File: src/rtl/multiply_multimode_if.sv
// Request/response bundle for the multi-mode iterative multiplier.
interface multiply_multimode_if #(
  parameter int unsigned A_W = 32,
  parameter int unsigned B_W = 32
);
  localparam int unsigned O_W = A_W + B_W;

  logic [A_W-1:0] a;
  logic [B_W-1:0] b;
  logic           a_signed;
  logic           b_signed;
  logic           stb;
  logic           kill;
  logic [O_W-1:0] o;
  logic           ack;
  logic           busy;

  modport master (
    output a, b, a_signed, b_signed, stb, kill,
    input  o, ack, busy
  );

  modport slave (
    input  a, b, a_signed, b_signed, stb, kill,
    output o, ack, busy
  );
endinterface

File: src/rtl/multiply_multimode.sv
// Iterative radix-2 / radix-4 Booth multiplier with per-operand signedness,
// kill and back-to-back issue. Operands are widened by one bit so that a
// single signed Booth core covers MUL/MULH/MULHSU/MULHU.
module multiply_multimode #(
  parameter int unsigned A_W = 32,
  parameter int unsigned B_W = 32,
  parameter int unsigned BPC = 2
) (
  input  logic                 clk,
  input  logic                 rst,
  multiply_multimode_if.slave  bus
);
  localparam int unsigned BPC_S   = (BPC == 0) ? 1 : BPC;
  localparam int unsigned O_W     = A_W + B_W;
  localparam int unsigned N_STEPS = (B_W + 1 + BPC_S - 1) / BPC_S;
  localparam int unsigned MW      = N_STEPS * BPC_S;   // padded multiplier width
  localparam int unsigned HW      = A_W + 2;           // accumulator high part
  localparam int unsigned ACC_W   = HW + MW + 1;       // {hi, multiplier, booth bit}
  localparam int unsigned CNT_W   = $clog2(N_STEPS + 1);

  if (BPC != 1 && BPC != 2) begin : g_bad_bpc
    $error("multiply_multimode: BPC must be 1 or 2");
  end
  if (A_W < 2 || B_W < 2) begin : g_bad_width
    $error("multiply_multimode: A_W and B_W must be >= 2");
  end

  typedef enum logic {S_IDLE, S_RUN} state_e;

  state_e             state_q, state_d;
  logic [CNT_W-1:0]   cnt_q, cnt_d;
  logic [HW-1:0]      a_q, a_d;
  logic [ACC_W-1:0]   acc_q, acc_d;
  logic [O_W-1:0]     o_q, o_d;
  logic               ack_q, ack_d;
  logic               busy_q, busy_d;

  logic [HW-1:0]      addend;
  logic [HW-1:0]      hi_sum;
  logic [ACC_W-1:0]   acc_step;

  // One Booth step: recode the low multiplier bits, add into the high part, shift.
  always_comb begin
    addend = '0;
    if (BPC == 1) begin
      case (acc_q[1:0])
        2'b01:   addend = a_q;
        2'b10:   addend = -a_q;
        default: addend = '0;
      endcase
    end else begin
      case (acc_q[2:0])
        3'b001, 3'b010: addend = a_q;
        3'b011:         addend = {a_q[HW-2:0], 1'b0};
        3'b100:         addend = -{a_q[HW-2:0], 1'b0};
        3'b101, 3'b110: addend = -a_q;
        default:        addend = '0;
      endcase
    end
    hi_sum   = acc_q[ACC_W-1 -: HW] + addend;
    acc_step = ACC_W'($signed({hi_sum, acc_q[ACC_W-HW-1:0]}) >>> BPC_S);
  end

  // Next-state and output logic; kill outranks a new request.
  always_comb begin
    state_d = state_q;
    cnt_d   = cnt_q;
    a_d     = a_q;
    acc_d   = acc_q;
    o_d     = o_q;
    ack_d   = 1'b0;
    busy_d  = busy_q;
    case (state_q)
      S_IDLE: begin
        if (bus.stb && !bus.kill) begin
          state_d = S_RUN;
          busy_d  = 1'b1;
          cnt_d   = '0;
          a_d     = HW'(signed'({bus.a_signed & bus.a[A_W-1], bus.a}));
          acc_d   = {{HW{1'b0}},
                     MW'(signed'({bus.b_signed & bus.b[B_W-1], bus.b})),
                     1'b0};
        end
      end
      S_RUN: begin
        if (bus.kill) begin
          state_d = S_IDLE;
          busy_d  = 1'b0;
          cnt_d   = '0;
        end else begin
          acc_d = acc_step;
          cnt_d = cnt_q + CNT_W'(1);
          if (cnt_q == CNT_W'(N_STEPS - 1)) begin
            state_d = S_IDLE;
            busy_d  = 1'b0;
            ack_d   = 1'b1;
            cnt_d   = '0;
            o_d     = acc_step[O_W:1];
          end
        end
      end
      default: begin
        state_d = S_IDLE;
        busy_d  = 1'b0;
      end
    endcase
  end

  // State and output registers with synchronous reset.
  always_ff @(posedge clk) begin
    if (rst) begin
      state_q <= S_IDLE;
      cnt_q   <= '0;
      a_q     <= '0;
      acc_q   <= '0;
      o_q     <= '0;
      ack_q   <= 1'b0;
      busy_q  <= 1'b0;
    end else begin
      state_q <= state_d;
      cnt_q   <= cnt_d;
      a_q     <= a_d;
      acc_q   <= acc_d;
      o_q     <= o_d;
      ack_q   <= ack_d;
      busy_q  <= busy_d;
    end
  end

  assign bus.o    = o_q;
  assign bus.ack  = ack_q;
  assign bus.busy = busy_q;
endmodule

File: src/flat_wrapper.sv
// flat-port wrapper written by rule: the top's interface ports become plain ports
module multiply_multimode_flat 
#(
  parameter int unsigned A_W = 32,
  parameter int unsigned B_W = 32,
  parameter int unsigned BPC = 2
)
  (clk, rst, bus_a, bus_b, bus_a_signed, bus_b_signed, bus_stb, bus_kill, bus_o, bus_ack, bus_busy);
  multiply_multimode_if #(.A_W(A_W), .B_W(B_W)) bus_i ();
  input  logic clk;
  input  logic rst;
  input wire logic [$bits(bus_i.a)-1:0] bus_a;
  input wire logic [$bits(bus_i.b)-1:0] bus_b;
  input wire logic [$bits(bus_i.a_signed)-1:0] bus_a_signed;
  input wire logic [$bits(bus_i.b_signed)-1:0] bus_b_signed;
  input wire logic [$bits(bus_i.stb)-1:0] bus_stb;
  input wire logic [$bits(bus_i.kill)-1:0] bus_kill;
  output wire logic [$bits(bus_i.o)-1:0] bus_o;
  output wire logic [$bits(bus_i.ack)-1:0] bus_ack;
  output wire logic [$bits(bus_i.busy)-1:0] bus_busy;
  assign bus_i.a = bus_a;
  assign bus_i.b = bus_b;
  assign bus_i.a_signed = bus_a_signed;
  assign bus_i.b_signed = bus_b_signed;
  assign bus_i.stb = bus_stb;
  assign bus_i.kill = bus_kill;
  assign bus_o = bus_i.o;
  assign bus_ack = bus_i.ack;
  assign bus_busy = bus_i.busy;
  multiply_multimode #(.A_W(A_W), .B_W(B_W), .BPC(BPC)) u_core (.clk(clk), .rst(rst), .bus(bus_i));
endmodule
File: config.mk
export PLATFORM = sky130hd
export DESIGN_NAME = multiply_multimode_flat
export DESIGN_NICKNAME = d
export VERILOG_FILES = /design/src/rtl/multiply_multimode_if.sv /design/src/rtl/multiply_multimode.sv /design/src/flat_wrapper.sv
export SDC_FILE = /design/constraint.sdc
export NUM_CORES = 1
export LEC_CHECK = 0
export ABC_CLOCK_PERIOD_IN_PS = 12100
export CAP_MARGIN = 10
export CORE_MARGIN = 2
export CORE_UTILIZATION = 40
export CTS_CLUSTER_DIAMETER = 200
export DETAILED_ROUTE_END_ITERATION = 8
export PLACE_DENSITY = 0.59
export SLEW_MARGIN = 25
export SYNTH_ARGS = -nofsm -noshare
export SYNTH_HDL_FRONTEND = slang
export SYNTH_SLANG_ARGS = --single-unit
File: constraint.sdc
create_clock -name clk -period 12.1 [get_ports clk]
set_input_delay 2.42 -clock clk [delete_from_list [all_inputs] [get_ports clk]]
set_output_delay 2.42 -clock clk [all_outputs]
set_load 0.01 [all_outputs]
==> results_dict.tcl, run 1 <==
set metrics [dict create \
    outcome "completed" \
    syn_area_mm2 0.00982 \
    synth-seq-cells 172 \
    vias_per_cell 5.49 \
    leakagePower_nw 4.36 \
    design.portCount 136 \
    finalCritPeriodShare 0.468 \
    hold_path_startpoint "u_core.bus.o[5]" \
    synth_area_per_cell_um2 7.64 \
    drv_cap 0 \
    numPortBuffers 135 \
    seq_area_frac_synth 0.351 \
    slew_margin_rel 0.315 \
    floorplan.die_area_mm2 0.0258 \
    crit_path_start "u_core.a_q[0]" \
    final_hold_viol_count 0 \
    critical_path.top_delay_family "compound AO/OA/AOI/OAI gates" \
    yosysMostFrequentCell "sky130_fd_sc_hd__nand2_1" \
    critical_path_class "reg2reg" \
    max-clock-path-buffers 2 \
    synthDominantAreaCellType "sky130_fd_sc_hd__dfxtp_1" \
    antenna_found_initial 0 \
    synth-edff-count 0 \
    ys_async_sr_fraction 0 \
    postCtsHoldBufs 0 \
    cts_num_sinks 172 \
    skew_ns 0.0239 \
    critPathArrivalTime_ns 5.98 \
    timing.critical_path.to_type "flop" \
    timing.fmax_mhz 177 \
    ir_worst_vdd_mv 0.0704 \
    worstPathBufferInverterCount 1 \
    fin_nets 1473 \
    clk_root_buffer_cell "sky130_fd_sc_hd__clkbuf_16" \
    floorplan.rows 57 \
    insertion_delay_ns 0.46 \
    cts_tree "yes" \
    floorplan.core_area_mm2 0.0242 \
    vias 9346 \
    antenna_cells 0 \
    syn-num-nets 1392 \
    area.growth.synth_to_final_pct 22.2 \
    cts-buffers-inserted 17 \
    grt_usage 0.220 \
    post-synth-top-area-fraction 0.351 \
    fp.dieW_um 161 \
    rsz0062_at_grt "no" \
    timing_worst_slew_pin_value_ns 1.00 \
    clk_pin_slew_worst_paths_ns 0.08 \
    cp_cell_sequence "inv_1 -> ha_1 -> or3b_1 -> nand2b_1 -> nand2b_1 -> or3_1 -> nand2_1 -> xnor2_1 -> a22oi_1 -> o21ai_0 -> ha_1 -> a21oi_1 -> o211ai_1 -> a2111oi_0 -> nor3_1 -> o21a_1 -> o21a_1 -> o41ai_1 -> xor2_1 -> o21ai_0" \
    ys_top_cells_by_count "248 x sky130_fd_sc_hd__nand2_1, 172 x sky130_fd_sc_hd__dfxtp_1, 131 x sky130_fd_sc_hd__a21oi_1" \
    placement.setup.worst_slack_ns 6.50 \
    finalWeightedCongestion 0.902 \
    final-setup-viol-count 0 \
    yosys_warnings 0 \
    dp.final_hpwl_um 19300 \
    dr.first_iter.drc_count 615 \
    grt_pass1_wl_um 46000 \
    height_of_the_chip_um 161 \
    fin_hold_ws_ns 0.455 \
    antenna_left 0 \
    wire_per_inst_um 16.7 \
    n_fill_cell 2433 \
    remaining_drc_errors 0 \
    post_cts.resized_instances 0 \
    crit_path_top_delay_cell "sky130_fd_sc_hd__a2111oi_0" \
    post-route-worst-setup-slack_ns 6.44 \
    tns_ns 0 \
    post-cts-setup-buffer-count 0 \
    grt_pass1_vias 8705 \
    critical-path-max-stage-delay_ns 0.86 \
    crit_path_start_kind "flop" \
    synthTopCellsByArea "sky130_fd_sc_hd__dfxtp_1 35%, sky130_fd_sc_hd__nand2_1 9.5%, sky130_fd_sc_hd__a21oi_1 6.7%" \
    grt_max_degree 98 \
    synth_cell_type_count 66 \
    remaining_overflow_grt 0 \
    timing.critical_path.fanout_max 8 \
    power_per_cell_area_mw_per_mm2 117 \
    finalMaxSlewViolations 0 \
    hold_class "reg2reg" \
    final.min_clock_period_ns 5.66 \
    totalWireLength_um 28500 \
    syn-instance-count 1285 \
    r2r-start "u_core.a_q[0]" \
    initial_utilization 0.405 \
    ys.flop_type "sky130_fd_sc_hd__dfxtp_1" \
    proportion_of_layout_cells_with_a_drive_suffix_above_1 0.0500 \
    first_drt_pass_iteration_count 5 \
    htree_num_levels 4 \
    timing.critical_path.required_ns 12.42 \
]
==> where the power goes <==
group	internal [mW]	total [mW]	leakage [nW]	switching, mW
Sequential	0.581	0.599	1.40	0.0172
Clock	0.283	0.569	0.299	0.287
Combinational	0.0946	0.232	2.67	0.137
==> per-layer routing <==
layer	track usage	wire, um
met5	0	0
met4	0.0605	462
met3	0.0550	1980
met2	0.327	12100
met1	0.315	13900
==> sequential cells by signal (all words and copies together) (netlist names) <==
signal and flops:
u_core.a_q 33, u_core.bus.busy 1, u_core.bus.ack 1, u_core.acc_q 67, u_core.cnt_q 5, u_core.bus.o 64, u_core.state_q 1
==> tightest hold or removal path, cell delays in order (launching register included) <==
cell and delay [ns]:
sky130_fd_sc_hd__dfxtp_1 0.31, sky130_fd_sc_hd__nand2_1 0.05, sky130_fd_sc_hd__a21oi_1 0.05
==> kinds of logic after synthesis <==
kind of cell / Yosys count / synth area share
AO/OA/AOI/OAI: 380 / 0.241
XOR/XNOR: 65 / 0.0587
adder cells (fa/ha/maj): 37 / 0.0479
buffers and inverters: 104 / 0.0406
flip-flops: 172 / 0.351
multiplexers: 36 / 0.0367
AND/OR/NAND/NOR: 491 / 0.224
==> cell type report <==
cell class | count | area, um^2 | share of cell area
repair buffers | 149 | 1470 | 0.123
well taps | 324 | 405 | 0.0338
clock buffers | 17 | 425 | 0.0354
clock inverters | 15 | 194 | 0.0162
inverters | 17 | 63.8 | 0.00532
multi-input cells | 1009 | 6000 | 0.500
flip-flops and latches | 172 | 3440 | 0.287
==> per-stage QoR <==
step | total power [mW] | utilization | instances | cell area [um^2]
2_1_floorplan | 0.768 | - | 1285 | 9820
3_3_place_gp | 0.838 | 0.468 | 1670 | 11400
3_5_place_dp | 0.839 | 0.468 | 1670 | 11400
4_1_cts | 1.41 | 0.494 | 1702 | 12000
5_1_grt | 1.46 | 0.495 | 1703 | 12000
6_report | 1.40 | 0.495 | 1703 | 12000
==> worst paths after layout <==
check                           depth (start not counted)               end  slack (ns)
worst max-delay path                                   20  u_core.acc_q[56]        6.44
worst min-delay path                                    2   u_core.bus.o[5]        0.45
worst max register to register                         20  u_core.acc_q[56]        6.44
worst min register to register                          2   u_core.bus.o[5]        0.45
==> cells in the final DEF, fill, tap and decap left out, types with 24 or more instances in the layout <==
master	n
sky130_fd_sc_hd__a211oi_1	42
sky130_fd_sc_hd__a21oi_1	131
sky130_fd_sc_hd__a22oi_1	51
sky130_fd_sc_hd__clkdlybuf4s50_1	134
sky130_fd_sc_hd__dfxtp_1	171
sky130_fd_sc_hd__ha_1	36
sky130_fd_sc_hd__mux2i_1	36
sky130_fd_sc_hd__nand2_1	248
sky130_fd_sc_hd__nor2_1	122
sky130_fd_sc_hd__o21ai_0	82
sky130_fd_sc_hd__xnor2_1	40
sky130_fd_sc_hd__xor2_1	24
(Power assumes the default switching activity.)
==> run 2, diff against run 1 <==
--- a/config.mk
+++ b/config.mk
@@ -5,7 +5,7 @@
 export SDC_FILE = /design/constraint.sdc
 export NUM_CORES = 1
 export LEC_CHECK = 0
-export ABC_CLOCK_PERIOD_IN_PS = 12100
+export ABC_CLOCK_PERIOD_IN_PS = 5550
 export CAP_MARGIN = 10
 export CORE_MARGIN = 2
 export CORE_UTILIZATION = 40
==> constraint.sdc (replaced) <==
create_clock -name clk -period 5.55 [get_ports clk]
set_input_delay 1.11 -clock clk [delete_from_list [all_inputs] [get_ports clk]]
set_output_delay 1.11 -clock clk [all_outputs]
set_load 0.01 [all_outputs]
==> run 2 against run 1 <==
Via count rose by 1.1%. First-iteration DRC count decreased by 1.3%. Non-clock buffer count up 24. Design area up 1.6%. Cell count is 1.4% higher. Clock power rose by 130%. Critical endpoint unchanged. Worst setup slack got worse by 6.0 ns. Sequential cell count unchanged. Combinational power is 120% higher. Critical path depth up 2. Clock skew fell by 0.013 ns. Register-to-register slack worse by 6.0 ns. Highest routed layer unchanged.
==> results_dict.tcl, run 2 (synthesis results as in run 1) <==
set metrics [dict create \
    grt_util_met2 0.336 \
    globalRoute.busiestLayer "met2" \
    critical_path_class "reg2reg" \
    leakagePower_nw 4.49 \
    vias 9445 \
    insertion_delay_ns 0.44 \
    floorplan.core_area_mm2 0.0242 \
    finalMaxSlewViolations 0 \
    remaining_overflow_grt 0 \
    clk_root_buffer_cell "sky130_fd_sc_hd__clkbuf_16" \
    most-common-layout-cells "248 x sky130_fd_sc_hd__nand2_1, 171 x sky130_fd_sc_hd__dfxtp_1, 134 x sky130_fd_sc_hd__clkdlybuf4s50_1" \
    fp.dieW_um 161 \
    remaining_drc_errors 0 \
    dp.final_hpwl_um 19700 \
    first_drt_pass_iteration_count 6 \
    clk_pin_slew_worst_paths_ns 0.08 \
    critical_register_to_register_path_endpoint "u_core.acc_q[56]" \
    wire_per_inst_um 16.6 \
    finalWeightedCongestion 0.944 \
    timing.fmax_mhz 195 \
    floorplan.rows 57 \
    fin_nets 1497 \
    area.growth.synth_to_final_pct 24.2 \
    grt_max_degree 79 \
    final_hold_viol_count 0 \
    design.portCount 136 \
    power_per_cell_area_mw_per_mm2 255 \
    use_met3 0.0640 \
    critPathCapture "u_core.acc_q[56]" \
    antenna_left 0 \
    grt_pass1_vias 8916 \
    number_of_flip_flops_under_the_largest_register_name 67 \
    cts-buffers-inserted 17 \
    floorplan.die_area_mm2 0.0258 \
    totalWireLength_um 28700 \
    htree_num_levels 4 \
    cts_num_sinks 172 \
    final_common_cell "sky130_fd_sc_hd__nand2_1" \
    cts_tree "yes" \
    grt_pass1_wl_um 46300 \
    initial_utilization 0.405 \
    placement.setup.worst_slack_ns 0.193 \
    timing.critical_path.fanout_max 8 \
    height_of_the_chip_um 161 \
    slew_margin_rel 0.361 \
    timing.critical_path.required_ns 5.85 \
    ir_worst_vdd_mv 0.159 \
    r2r-start "u_core.a_q[1]" \
    timing.critical_path.to_type "flop" \
    numPortBuffers 135 \
    antenna_found_initial 0 \
    drv_cap 0 \
    tns_ns 0 \
    timing.reg2reg.setup_slack_ns 0.41 \
    grt.met1_usage 0.307 \
    final-setup-viol-count 0 \
    final.min_clock_period_ns 5.14 \
    proportion_of_layout_cells_with_a_drive_suffix_above_1 0.0684 \
    crit_path_start_kind "flop" \
    top_register "u_core.acc_q" \
    hold_class "reg2reg" \
    rsz0062_at_grt "no" \
    grt_usage 0.220 \
    outcome "completed" \
    skew_ns 0.0109 \
    dr.first_iter.drc_count 607 \
    ff2ff_path_depth 22 \
    vias_per_cell 5.47 \
    critPathArrivalTime_ns 5.44 \
    max-clock-path-buffers 2 \
    timing_worst_slew_pin_value_ns 0.959 \
    antenna_cells 0 \
    crit_path_start "u_core.a_q[1]" \
    post-route-worst-setup-slack_ns 0.409 \
    finalCritPeriodShare 0.926 \
    postCtsHoldBufs 0 \
]
run 2: routing by layer:
metal  up-vias  part of all wire
met5         -                 0
met4         0             0.015
met3        26             0.086
met2       288              0.43
met1      4377              0.47
li1       4754                 -
run 2: how the worst min path moves through the flow:
stage / from / to / slack, ns / cells after the start
2_1_floorplan: u_core.acc_q[43] / u_core.acc_q[43] / 0.43 / 2
3_3_place_gp: u_core.bus.o[14] / u_core.bus.o[14] / 0.44 / 2
3_5_place_dp: u_core.bus.o[26] / u_core.bus.o[26] / 0.45 / 2
4_1_cts: u_core.bus.o[61] / u_core.bus.o[61] / 0.46 / 2
5_1_grt: u_core.bus.o[30] / u_core.bus.o[30] / 0.47 / 2
6_report: u_core.bus.o[10] / u_core.bus.o[10] / 0.46 / 2
run 2: worst max-delay path, cell delays in order, from the launching register on:
cell	delay (ns)
sky130_fd_sc_hd__dfxtp_1	0.36
sky130_fd_sc_hd__inv_1	0.07
sky130_fd_sc_hd__ha_1	0.20
sky130_fd_sc_hd__or3b_1	0.44
sky130_fd_sc_hd__nand2b_1	0.22
sky130_fd_sc_hd__nand2b_1	0.21
sky130_fd_sc_hd__or3_1	0.37
sky130_fd_sc_hd__nand2_1	0.10
sky130_fd_sc_hd__xnor2_1	0.15
sky130_fd_sc_hd__a22oi_1	0.11
sky130_fd_sc_hd__o21ai_0	0.30
sky130_fd_sc_hd__ha_1	0.40
sky130_fd_sc_hd__a21oi_2	0.25
sky130_fd_sc_hd__o211ai_1	0.12
sky130_fd_sc_hd__a2111oi_0	0.37
sky130_fd_sc_hd__buf_4	0.22
sky130_fd_sc_hd__nor3_1	0.08
sky130_fd_sc_hd__o21a_1	0.20
sky130_fd_sc_hd__o21a_1	0.17
sky130_fd_sc_hd__o41ai_1	0.24
sky130_fd_sc_hd__buf_4	0.18
sky130_fd_sc_hd__xor2_1	0.14
sky130_fd_sc_hd__o21ai_0	0.10
run 2: area by class of cell:
type | count | area (um^2)
fillers | 2343 | 12000
multi-input cells | 1009 | 6010
flip-flops and latches | 172 | 3440
repair buffers | 173 | 1630
clock buffers | 17 | 425
well taps | 324 | 405
clock inverters | 15 | 215
inverters | 17 | 63.8
run 2: power breakdown:
group | leakage [nW] | internal [mW] | switching [mW]
Clock | 0.310 | 0.664 | 0.625
Sequential | 1.40 | 1.27 | 0.0345
Combinational | 2.78 | 0.214 | 0.301
run 2: through the flow:
stage / instance area (um^2) / power (mW) / util / hold slack (ns) / instances
after global placement: 11500 / 1.84 / 0.476 / 0.443 / 1694
after CTS: 12200 / 3.13 / 0.502 / 0.460 / 1726
after detailed placement: 11500 / 1.84 / 0.476 / 0.449 / 1694
after global routing: 12200 / 3.25 / 0.503 / 0.473 / 1727
final: 12200 / 3.11 / 0.503 / 0.456 / 1727
after floorplan: 9820 / 1.67 / - / 0.432 / 1285
run 2: timing repair:
item / CTS / global route
setup endpoints to repair: 0 / 10
hold endpoints to repair: 0 / 0
resized for setup: 0 / 5
buffers inserted: 0 / 1
